===== config.mk =====
export PLATFORM = sky130hd
export DESIGN_NAME = transducer_array
export DESIGN_NICKNAME = d
export VERILOG_FILES = /design/src/rtl/transducer_array_pkg.sv /design/src/rtl/transducer_array_sync_detect.sv /design/src/rtl/transducer_array.sv
export SDC_FILE = /design/constraint.sdc
export NUM_CORES = 1
export LEC_CHECK = 0
export CORE_MARGIN = 1.5
export CORE_UTILIZATION = 40
export CTS_CLUSTER_DIAMETER = 40
export DETAILED_ROUTE_END_ITERATION = 10
export DONT_BUFFER_PORTS = 1
export GPL_TIMING_DRIVEN = 0
export PLACE_DENSITY = 0.55
export SLEW_MARGIN = 20
export SYNTH_ARGS = -nofsm -noshare
export SYNTH_HDL_FRONTEND = slang
export SYNTH_HIERARCHICAL = 1
export SYNTH_SLANG_ARGS = --single-unit

===== constraint.sdc =====
create_clock -name clk -period 2.6 [get_ports clk]
set_input_delay 0.39 -clock clk [delete_from_list [all_inputs] [get_ports clk]]
set_output_delay 0.39 -clock clk [all_outputs]
set_load 0.02 [all_outputs]

===== src/rtl/transducer_array_pkg.sv =====
`default_nettype none
// transducer_array_pkg: shared state encoding and timebase derivation helpers.
// Rev 1.0
package transducer_array_pkg;

    localparam int STATE_W = 2;
    localparam logic [1:0] ST_UNLOCKED     = 2'd0;
    localparam logic [1:0] ST_MASTER_RUN   = 2'd1;
    localparam logic [1:0] ST_SLAVE_LOCKED = 2'd2;

    // A slave sees the master's cnt==0 three clocks late (two sync flops + edge register).
    localparam int SYNC_LATENCY = 3;

    function automatic int calc_period(input int clk_freq, input int out_freq);
        return clk_freq / out_freq;
    endfunction

    function automatic int calc_width(input int n);
        return (n > 1) ? $clog2(n) : 1;
    endfunction

endpackage
`default_nettype wire


===== src/rtl/transducer_array_sync_detect.sv =====
`default_nettype none
// transducer_array_sync_detect: sync_in synchronizer, rising-edge detect and lock watchdog.
// Rev 1.0
module transducer_array_sync_detect
    import transducer_array_pkg::*;
#(
    parameter int PERIOD   = 256,
    parameter int LOCK_TOL = 16
) (
    input  logic clk,
    input  logic rst,
    input  logic sync_i,
    output logic edge_o,
    output logic in_window_o,
    output logic timeout_o
);

    localparam int LIMIT  = PERIOD + LOCK_TOL;
    localparam int WIN_LO = (PERIOD > LOCK_TOL) ? PERIOD - LOCK_TOL : 0;
    localparam int CNT_W  = calc_width(LIMIT + 2);

    logic             s1_q, s2_q, s3_q;
    logic             seen_q;
    logic [CNT_W-1:0] since_q, since_d;

    assign edge_o = s2_q & ~s3_q;

    // since_q holds the tick distance to the previous edge; it saturates one past the window.
    always_comb begin
        since_d = since_q;
        if (edge_o) begin
            since_d = CNT_W'(1);
        end else if (since_q != CNT_W'(LIMIT + 1)) begin
            since_d = since_q + CNT_W'(1);
        end
    end

    assign in_window_o = seen_q && (since_q >= CNT_W'(WIN_LO)) && (since_q <= CNT_W'(LIMIT));
    assign timeout_o   = seen_q && !edge_o && (since_q == CNT_W'(LIMIT));

    always_ff @(posedge clk or posedge rst) begin
        if (rst) begin
            s1_q    <= 1'b0;
            s2_q    <= 1'b0;
            s3_q    <= 1'b0;
            seen_q  <= 1'b0;
            since_q <= '0;
        end else begin
            s1_q    <= sync_i;
            s2_q    <= s1_q;
            s3_q    <= s2_q;
            seen_q  <= seen_q | edge_o;
            since_q <= since_d;
        end
    end

endmodule
`default_nettype wire


===== src/rtl/transducer_array.sv =====
`default_nettype none
// transducer_array: phase-programmable multi-channel transducer drive with master/slave timebase.
// Rev 1.0
module transducer_array
    import transducer_array_pkg::*;
#(
    parameter int CLK_FREQ     = 10_240_000,
    parameter int OUT_FREQ     = 40_000,
    parameter int NUM_CHANNELS = 2,
    parameter int DUTY         = calc_period(CLK_FREQ, OUT_FREQ) / 2,
    parameter int SYNC_W       = 4,
    parameter int LOCK_TOL     = 16,
    localparam int PERIOD      = calc_period(CLK_FREQ, OUT_FREQ),
    localparam int PHASE_W     = calc_width(PERIOD),
    localparam int ADDR_W      = calc_width(NUM_CHANNELS)
) (
    input  logic                    clk,
    input  logic                    rst,
    input  logic                    master_i,
    input  logic                    enable_i,
    input  logic                    sync_in_i,
    input  logic                    ph_wr_i,
    input  logic [ADDR_W-1:0]       ph_addr_i,
    input  logic [PHASE_W-1:0]      ph_data_i,
    input  logic                    commit_i,
    output logic [NUM_CHANNELS-1:0] trans_o,
    output logic                    sync_out_o,
    output logic                    locked_o,
    output logic                    commit_pending_o,
    output logic                    wr_err_o
);

    localparam int EXT_W = PHASE_W + 1;

    logic [STATE_W-1:0]      state_q, state_d;
    logic [PHASE_W-1:0]      cnt_q, cnt_d;
    logic                    sync_out_q, sync_out_d;
    logic [NUM_CHANNELS-1:0] trans_q, trans_d;
    logic                    pending_q, pending_d;
    logic                    wr_err_q;

    logic sync_edge_w, in_window_w, timeout_w;
    logic locked_w, wr_valid_w, transfer_w, wrap_w;

    transducer_array_sync_detect #(
        .PERIOD   (PERIOD),
        .LOCK_TOL (LOCK_TOL)
    ) u_sync_detect (
        .clk         (clk),
        .rst         (rst),
        .sync_i      (sync_in_i),
        .edge_o      (sync_edge_w),
        .in_window_o (in_window_w),
        .timeout_o   (timeout_w)
    );

    assign locked_w   = (state_q != ST_UNLOCKED);
    assign wrap_w     = (cnt_q == PHASE_W'(PERIOD - 1));
    assign wr_valid_w = (int'(ph_addr_i) < NUM_CHANNELS) && (int'(ph_data_i) < PERIOD);
    // A commit arriving on the wrap edge itself is honoured immediately.
    assign transfer_w = wrap_w && (pending_q || commit_i);
    assign pending_d  = transfer_w ? 1'b0 : (pending_q | commit_i);

    always_comb begin
        state_d = state_q;
        if (master_i) begin
            state_d = ST_MASTER_RUN;
        end else begin
            case (state_q)
                ST_MASTER_RUN:   state_d = ST_UNLOCKED;
                ST_UNLOCKED:     if (sync_edge_w && in_window_w) state_d = ST_SLAVE_LOCKED;
                ST_SLAVE_LOCKED: if (timeout_w) state_d = ST_UNLOCKED;
                default:         state_d = ST_UNLOCKED;
            endcase
        end
    end

    always_comb begin
        cnt_d = wrap_w ? '0 : cnt_q + PHASE_W'(1);
        if (!master_i && sync_edge_w) begin
            cnt_d = PHASE_W'(SYNC_LATENCY);
        end
        sync_out_d = (state_d == ST_MASTER_RUN) && (int'(cnt_d) < SYNC_W);
    end

    for (genvar i = 0; i < NUM_CHANNELS; i++) begin : g_ch
        logic [PHASE_W-1:0] shadow_q;
        logic [PHASE_W-1:0] active_q;
        logic [EXT_W-1:0]   cnt_ext_w, ph_ext_w, dist_w;

        always_ff @(posedge clk or posedge rst) begin
            if (rst) begin
                shadow_q <= '0;
                active_q <= '0;
            end else begin
                if (ph_wr_i && wr_valid_w && (ph_addr_i == ADDR_W'(i))) begin
                    shadow_q <= ph_data_i;
                end
                if (transfer_w) begin
                    active_q <= shadow_q;
                end
            end
        end

        // Distance from the channel's phase, taken modulo PERIOD without a divider.
        assign cnt_ext_w = {1'b0, cnt_q};
        assign ph_ext_w  = {1'b0, active_q};
        assign dist_w    = (cnt_ext_w >= ph_ext_w) ? (cnt_ext_w - ph_ext_w)
                                                   : (cnt_ext_w + EXT_W'(PERIOD) - ph_ext_w);
        assign trans_d[i] = enable_i && locked_w && (dist_w < EXT_W'(DUTY));
    end

    always_ff @(posedge clk or posedge rst) begin
        if (rst) begin
            state_q    <= ST_UNLOCKED;
            cnt_q      <= '0;
            sync_out_q <= 1'b0;
            trans_q    <= '0;
            pending_q  <= 1'b0;
            wr_err_q   <= 1'b0;
        end else begin
            state_q    <= state_d;
            cnt_q      <= cnt_d;
            sync_out_q <= sync_out_d;
            trans_q    <= trans_d;
            pending_q  <= pending_d;
            wr_err_q   <= ph_wr_i & ~wr_valid_w;
        end
    end

    assign trans_o          = trans_q;
    assign sync_out_o       = sync_out_q;
    assign locked_o         = locked_w;
    assign commit_pending_o = pending_q;
    assign wr_err_o         = wr_err_q;

endmodule
`default_nettype wire

==> impl_metrics.py, run 1 <==
metrics = {
    "run_status": {
        "status": "finished, final reports clean",
    },
    "drt": {
        "via_per_inst": 5.04,
        "postRouteAntennaNets": 0,
        "num_vias": 1869,
        "post_drt_wl_per_cell_um": 14.6,
        "dr.pass1.iters": 4,
        "wl_um": 5430,
        "drtIter0Drc": 60,
        "drc": 0,
    },
    "global_routing": {
        "grt_max_degree": 26,
        "use_met3_pct": 5.94,
        "gr-max-usage-layer": "met2",
        "grtUsageMet1_pct": 21.0,
        "grt_antenna_before_repair": 0,
        "grt_pass1_wl_um": 9020,
        "grt_pass1_vias": 1797,
        "grt_util_met2_pct": 22.0,
        "track_usage_pct": 15.3,
        "grt_overflow": 0,
    },
    "cts": {
        "clk_latency_ps": 330,
        "cts_inserted_buffers": 9,
        "root_buffer": "clkbuf_8",
        "path_clk_slew_ps": 70,
        "cts_max_path_buffers": 2,
        "cts_tree": "built",
        "h-tree-depth": 3,
        "clkSinkCount": 59,
        "cts_resized": 0,
    },
    "sta": {
        "timing_hold_violations_final": 0,
        "hold_ws_ps": 87.3,
        "max_clock_freq_mhz": 492,
        "rsz0062_at_grt": "false",
        "setup_viol": 0,
        "worstMarginPinSlew_ps": 548,
        "post-route-period-util_pct": 78.2,
        "period_minus_slack_ps": 2030,
        "slew_headroom_pct": 63.5,
        "tns_ps": 0,
        "slew_viol_final": 0,
        "fin_skew_ps": 8.26,
    },
    "finish": {
        "drive_gt1_share_pct": 24.6,
        "nets": 303,
        "n_fill_cell": 692,
        "antennaDiodeCount": 0,
        "syn2layout_area_growth_pct": 12.7,
        "design_area_um2": 3390,
    },
    "pwr": {
        "p_per_area_nw_per_um2": 805,
        "power_mw": 2.72,
        "p_leak_nw": 1.47,
        "irDropWorstVdd_mv": 0.346,
    },
    "yosys": {
        "syn-cell-area_um2": 3010,
        "synth_cell_type_count": 48,
        "muxShareOfSynthArea_pct": 14.3,
        "synth_top_cell_by_area": "dfrtp_1",
        "avgSynthCellArea_um2": 11.8,
        "synth_simple_gate_area_share_pct": 12.9,
        "syn_nets": 290,
        "yosys_warnings": 6,
        "synthFlopType": "dfrtp_1",
        "yosysMostFrequentCell": "dfrtp_1",
        "synthTopCellsByCount": "59 x dfrtp_1, 23 x mux2_2, 22 x inv_1",
        "ys_ff_latch": 59,
        "synth_edf_count": 0,
        "synth_xor_area_share_pct": 2.62,
        "synthAdderAreaFrac_pct": 8.33,
        "synth_top_family_by_area": "multiplexers",
        "synth-seq-area-share_pct": 49.1,
        "synthArstFlopShare_pct": 100,
        "synth-compound-area-share_pct": 6.95,
        "synth_cells": 254,
        "yosys.area.top_type_share_pct": 49.1,
        "synthTopCellsByArea": "dfrtp_1 49%, mux2_2 8.6%, ha_1 8.3%",
    },
    "flow_run": {
        "cap_violations": 0,
    },
    "critical_path": {
        "crit_chain": "and4_1 > buf_6 > and4_4 > nor2b_4 > buf_6 > buf_12 > mux2_4",
        "crit_fanout": 10,
        "path_buf_inv": 3,
        "reg2reg_from": "cnt_q[3]",
        "start_kind": "flop",
        "slowest_delay_ps": 530,
        "setup.worst_path.start": "cnt_q[3]",
        "crit_slowest_cell": "dfrtp_1",
        "cp_top_family": "simple AND/OR/NAND/NOR gates",
        "critPathKind": "flop to flop",
        "critPathArrivalTime_ps": 2240,
        "cp-end-kind": "flop",
        "crit_top_cell": "buf_6",
        "critPathRequiredTime_ps": 2810,
    },
    "worst_hold_path": {
        "min_path_type": "input pin to flop",
        "hp-start": "sync_in_i",
    },
    "placed_design": {
        "dp_hpwl_um": 3840,
        "numPortBuffers": 0,
        "place_area_um2": 3150,
        "routabilityCongestion": 0.761,
    },
    "floorplanning": {
        "fp.dieArea_um2": 8040,
        "pin_count": 22,
        "die_y_um": 89.7,
        "die_x_um": 89.7,
        "initial_core_util_pct": 41.4,
        "rows": 31,
        "core-area_um2": 7250,
    },
}
[power by group]
group | leakage, nW | switching (mW) | internal, mW
Clock | 0.108 | 0.376 | 0.565
Combinational | 0.613 | 0.276 | 0.305
Sequential | 0.749 | 0.161 | 1.04
Total | 1.47 | 0.813 | 1.91
[placed cells by master, fill, tap and decap left out, types with 2 or more instances in the layout]
| cell type | count |
|---|---|
| dfrtp_1 | 59 |
| mux2_2 | 23 |
| inv_1 | 21 |
| ha_1 | 20 |
| mux2_4 | 10 |
| clkbuf_8 | 10 |
| nor2_1 | 9 |
| nand2_1 | 9 |
| nand3_1 | 9 |
| a21oi_1 | 9 |
| nor3_1 | 6 |
| o21ai_0 | 6 |
| xor2_1 | 5 |
| nand2b_1 | 5 |
| nor2b_1 | 4 |
| xnor2_1 | 4 |
| or3_1 | 4 |
| buf_6 | 3 |
| clkbuf_1 | 3 |
| nor4_1 | 3 |
| o21a_1 | 3 |
| o21ai_1 | 3 |
| buf_2 | 2 |
| buf_12 | 2 |
| or2_2 | 2 |
| o21bai_1 | 2 |
| a41o_1 | 2 |
| o211ai_1 | 2 |
| a32oi_1 | 2 |
| mux2i_1 | 2 |
| clkinvlp_4 | 2 |
| bufinv_16 | 2 |
| nand4_1 | 2 |
[cell type report]
cell class                      instances  area, um^2  area share [%]
Multi-Input combinational cell        162        1360            40.2
Timing Repair Buffer                    2        30.0           0.887
Clock inverter                          6        88.8            2.62
Buffer                                 10        82.6            2.44
Clock buffer                           10         138            4.07
Tap cell                               99         124            3.66
Sequential cell                        59        1480            43.6
Inverter                               23        86.3            2.55
[per-stage QoR]
stage          instances  util, %  setup WS, ps
2_1_floorplan        254        -           763
3_3_place_gp         353     43.1           565
3_5_place_dp         354     43.4           566
4_1_cts              371     46.7           551
5_1_grt              371     46.7           469
6_report             371     46.7           567
[registers in the layout (all words and copies together) (netlist names), 2 cells and up]
| name | flops |
|---|---|
| g_ch.shadow_q | 16 |
| u_sync_detect/since_q | 9 |
| state_q | 2 |
| cnt_q | 8 |
| g_ch.active_q | 16 |
| trans_o | 2 |
[cell families after synthesis]
group / Yosys count
and+or+nand+nor: 65
DFF: 59
muxes: 35
buffers and inverters: 33
AOI/OAI and AO/OA: 32
adders and majority gates: 20
xor gates and xnor gates: 9
other: 1
[timing repair]
item                      in CTS  in global routing
hold endpoints to repair      34                  0
buffers inserted               0                  0
hold buffers                   1                  0
[worst register-to-register path: cells and delay by family, from the launching register on]
family        cells  cell delay [ps]
buf+inv           3              430
mux               1              300
flops             1              530
simple gates      3              670
[metal layers]
| layer | wire length, um | part of all wire, % |
|---|---|---|
| met5 | 0 | 0 |
| met3 | 229 | 4.2 |
| met4 | 53 | 0.98 |
| met1 | 2640 | 49 |
| met2 | 2510 | 46 |
[worst paths after layout]
kind                                            end  slack, ps  cells after the start
worst max-delay path            g_ch[1].active_q[0]        570                      7
worst min-delay path             u_sync_detect/s1_q         90                      0
worst max register to register  g_ch[1].active_q[0]        570                      7
worst min register to register   u_sync_detect/s2_q        360                      0
max in group asynchronous       g_ch[1].active_q[7]       1530                      3
min in group asynchronous       g_ch[0].shadow_q[1]        570                      2
No activity file was read; power rests on OpenSTA's default activity.
==> run 2, diff against run 1 <==
--- a/config.mk
+++ b/config.mk
@@ -5,6 +5,7 @@
 export SDC_FILE = /design/constraint.sdc
 export NUM_CORES = 1
 export LEC_CHECK = 0
+export ABC_AREA = 1
 export CORE_MARGIN = 1.5
 export CORE_UTILIZATION = 40
 export CTS_CLUSTER_DIAMETER = 40
==> constraint.sdc (replaced) <==
create_clock -name clk -period 1.95 [get_ports clk]
set_input_delay 0.2925 -clock clk [delete_from_list [all_inputs] [get_ports clk]]
set_output_delay 0.2925 -clock clk [all_outputs]
set_load 0.02 [all_outputs]
==> impl_metrics.py, run 2 <==
metrics = {
    "yosys": {
        "avgSynthCellArea_um2": 8.69,
        "synthTopCellsByArea": "dfrtp_1 49%, nand2_1 8.3%, ha_1 8.3%",
        "syn_nets": 383,
        "synth_edf_count": 0,
        "syn-cell-area_um2": 3020,
        "synth-seq-area-share_pct": 48.9,
        "yosysMostFrequentCell": "nand2_1",
        "ys_ff_latch": 59,
        "yosys.area.top_type_share_pct": 48.9,
        "synth_cells": 347,
        "synthArstFlopShare_pct": 100,
        "yosys_warnings": 6,
        "synth_top_cell_by_area": "dfrtp_1",
        "synthFlopType": "dfrtp_1",
        "synth_cell_type_count": 28,
        "synthTopCellsByCount": "67 x nand2_1, 59 x dfrtp_1, 52 x inv_1",
    },
    "critical_path": {
        "critPathArrivalTime_ps": 1940,
        "critPathKind": "flop to flop",
        "crit_fanout": 10,
        "crit_slowest_cell": "dfrtp_1",
        "crit_chain": "ha_1 > nand2_2 > nor2_4 > nand2_2 > nor2_4 > o21ai_2 > buf_6 > nor2_1 > a21oi_1",
        "r2r_slack_ps": 230,
        "cp-end-kind": "flop",
        "slowest_delay_ps": 440,
        "critPathRequiredTime_ps": 2170,
        "start_kind": "flop",
    },
    "sta": {
        "timing_hold_violations_final": 0,
        "hold_ws_ps": 42.3,
        "slew_viol_final": 0,
        "period_minus_slack_ps": 1720,
        "rsz0062_at_grt": "false",
        "post-route-period-util_pct": 88.2,
        "fin_skew_ps": 8.25,
        "max_clock_freq_mhz": 581,
        "slew_headroom_pct": 64.9,
        "fin_ws_ps": 230,
        "setup_viol": 0,
        "worstMarginPinSlew_ps": 525,
    },
    "drt": {
        "num_vias": 2165,
        "wl_um": 5810,
        "drc": 0,
        "via_per_inst": 4.66,
        "dr_wl_met2_um": 2400,
        "postRouteAntennaNets": 0,
        "drt-met1-wl_um": 3060,
        "post_drt_wl_per_cell_um": 12.5,
        "top_layer": "met4",
        "dr.pass1.iters": 4,
        "wl_met3_um": 229,
        "drtIter0Drc": 110,
    },
    "cts": {
        "clk_latency_ps": 330,
        "cts_setup_buffers": 0,
        "cts_tree": "built",
        "cts_inserted_buffers": 9,
        "root_buffer": "clkbuf_8",
        "cts_max_path_buffers": 2,
        "h-tree-depth": 3,
        "path_clk_slew_ps": 70,
        "clkSinkCount": 59,
    },
    "pwr": {
        "irDropWorstVdd_mv": 0.481,
        "clkPwrFrac_pct": 34.7,
        "p_per_area_nw_per_um2": 999,
        "p_leak_nw": 1.74,
        "seq_power_share_pct": 46.5,
        "swShare_pct": 31.8,
        "p_switching_mw": 1.08,
        "power_mw": 3.39,
        "internal_power_mw": 2.31,
        "power_frac_comb_pct": 18.9,
    },
    "finish": {
        "final_common_cell": "nand2_1",
        "layout_common_cells": "67 x nand2_1, 59 x dfrtp_1, 51 x inv_1, 33 x nor2_1, 26 x a21oi_1",
        "nets": 397,
        "drive_gt1_share_pct": 15.6,
        "reg_top3": "g_ch.active_q (16), g_ch.shadow_q (16), u_sync_detect/since_q (9)",
        "design_area_um2": 3390,
        "syn2layout_area_growth_pct": 12.5,
        "antennaDiodeCount": 0,
    },
    "global_routing": {
        "grt_overflow": 0,
        "track_usage_pct": 15.5,
        "grt_pass1_wl_um": 9780,
        "grt_pass1_vias": 2018,
        "grt_max_degree": 33,
        "grt_antenna_before_repair": 0,
    },
    "placed_design": {
        "routabilityCongestion": 0.790,
        "place_area_um2": 3160,
        "dp_hpwl_um": 4250,
        "dp_slack_ps": 218,
        "numPortBuffers": 0,
    },
    "floorplanning": {
        "rows": 31,
        "initial_core_util_pct": 41.4,
        "pin_count": 22,
        "core-area_um2": 7290,
        "die_x_um": 89.8,
        "fp.dieArea_um2": 8070,
        "die_y_um": 89.8,
    },
    "worst_hold_path": {
        "min_path_type": "input pin to flop",
    },
    "run_status": {
        "status": "finished, final reports clean",
    },
    "flow_run": {
        "cap_violations": 0,
    },
}
run 2: layout make-up:
type / instances / area, um^2
Fill cell: 745 / 3900
Sequential cell: 59 / 1480
Timing Repair Buffer: 3 / 40.0
Clock buffer: 12 / 165
Buffer: 8 / 60.1
Tap cell: 99 / 124
Inverter: 55 / 206
Clock inverter: 4 / 47.5
Multi-Input combinational cell: 225 / 1270
run 2: repair_timing:
action / 4_1_cts / 5_1_grt
hold endpoints to repair: 28 / 0
resized for setup: 0 / 0
hold buffers: 2 / 0
run 2: kinds of logic (layout without fill, tap and decap cells):
family,count (synthesis),after routing,share of synthesized area (%)
other,1,1,0.124
flip-flops,59,59,48.9
adder cells (fa/ha/maj),20,20,8.30
AND/OR/NAND/NOR,140,140,21.7
buffers and inverters,63,82,8.83
AO/OA/AOI/OAI,64,64,12.1
run 2: through the flow:
stage	setup TNS, ps	cells	utilization, %
5_1_grt	0	465	46.5
3_3_place_gp	-313	446	43.1
2_1_floorplan	0	347	-
3_5_place_dp	0	447	43.3
4_1_cts	0	465	46.5
6_report	0	465	46.5
run 2: power groups by stage:
stage / Combinational, mW / Clock, mW / Sequential (mW)
6_report: 0.639 / 1.17 / 1.58
3_5_place_dp: 0.640 / 0 / 1.60
5_1_grt: 0.751 / 1.26 / 1.60
2_1_floorplan: 0.519 / 0 / 1.54
3_3_place_gp: 0.618 / 0 / 1.59
4_1_cts: 0.649 / 1.21 / 1.57
run 2: critical path, delay by kind of cell, from the launching register on:
| kind | cells | cell delay (ps) |
|---|---|---|
| simple gates | 5 | 590 |
| flops | 1 | 440 |
| fa+ha+maj | 1 | 210 |
| compound gates | 2 | 200 |
| buf+inv | 1 | 180 |
run 2: worst paths after layout:
path,start,end,cells past startpoint
hold reg to reg,u_sync_detect/s1_q,u_sync_detect/s2_q,0
setup reg to reg,cnt_q[0],g_ch[0].active_q[3],9
min in group asynchronous,rst,cnt_q[4],2
setup / recovery,cnt_q[0],g_ch[0].active_q[3],9
max in group asynchronous,rst,g_ch[1].active_q[1],3
hold / removal,master_i,state_q[1],1
run 2: routing by layer:
layer | up-vias | track usage, %
met5 | - | 0
met4 | 0 | 7.80
met3 | 11 | 3.81
met2 | 37 | 21.1
met1 | 999 | 22.7
li1 | 1118 | -
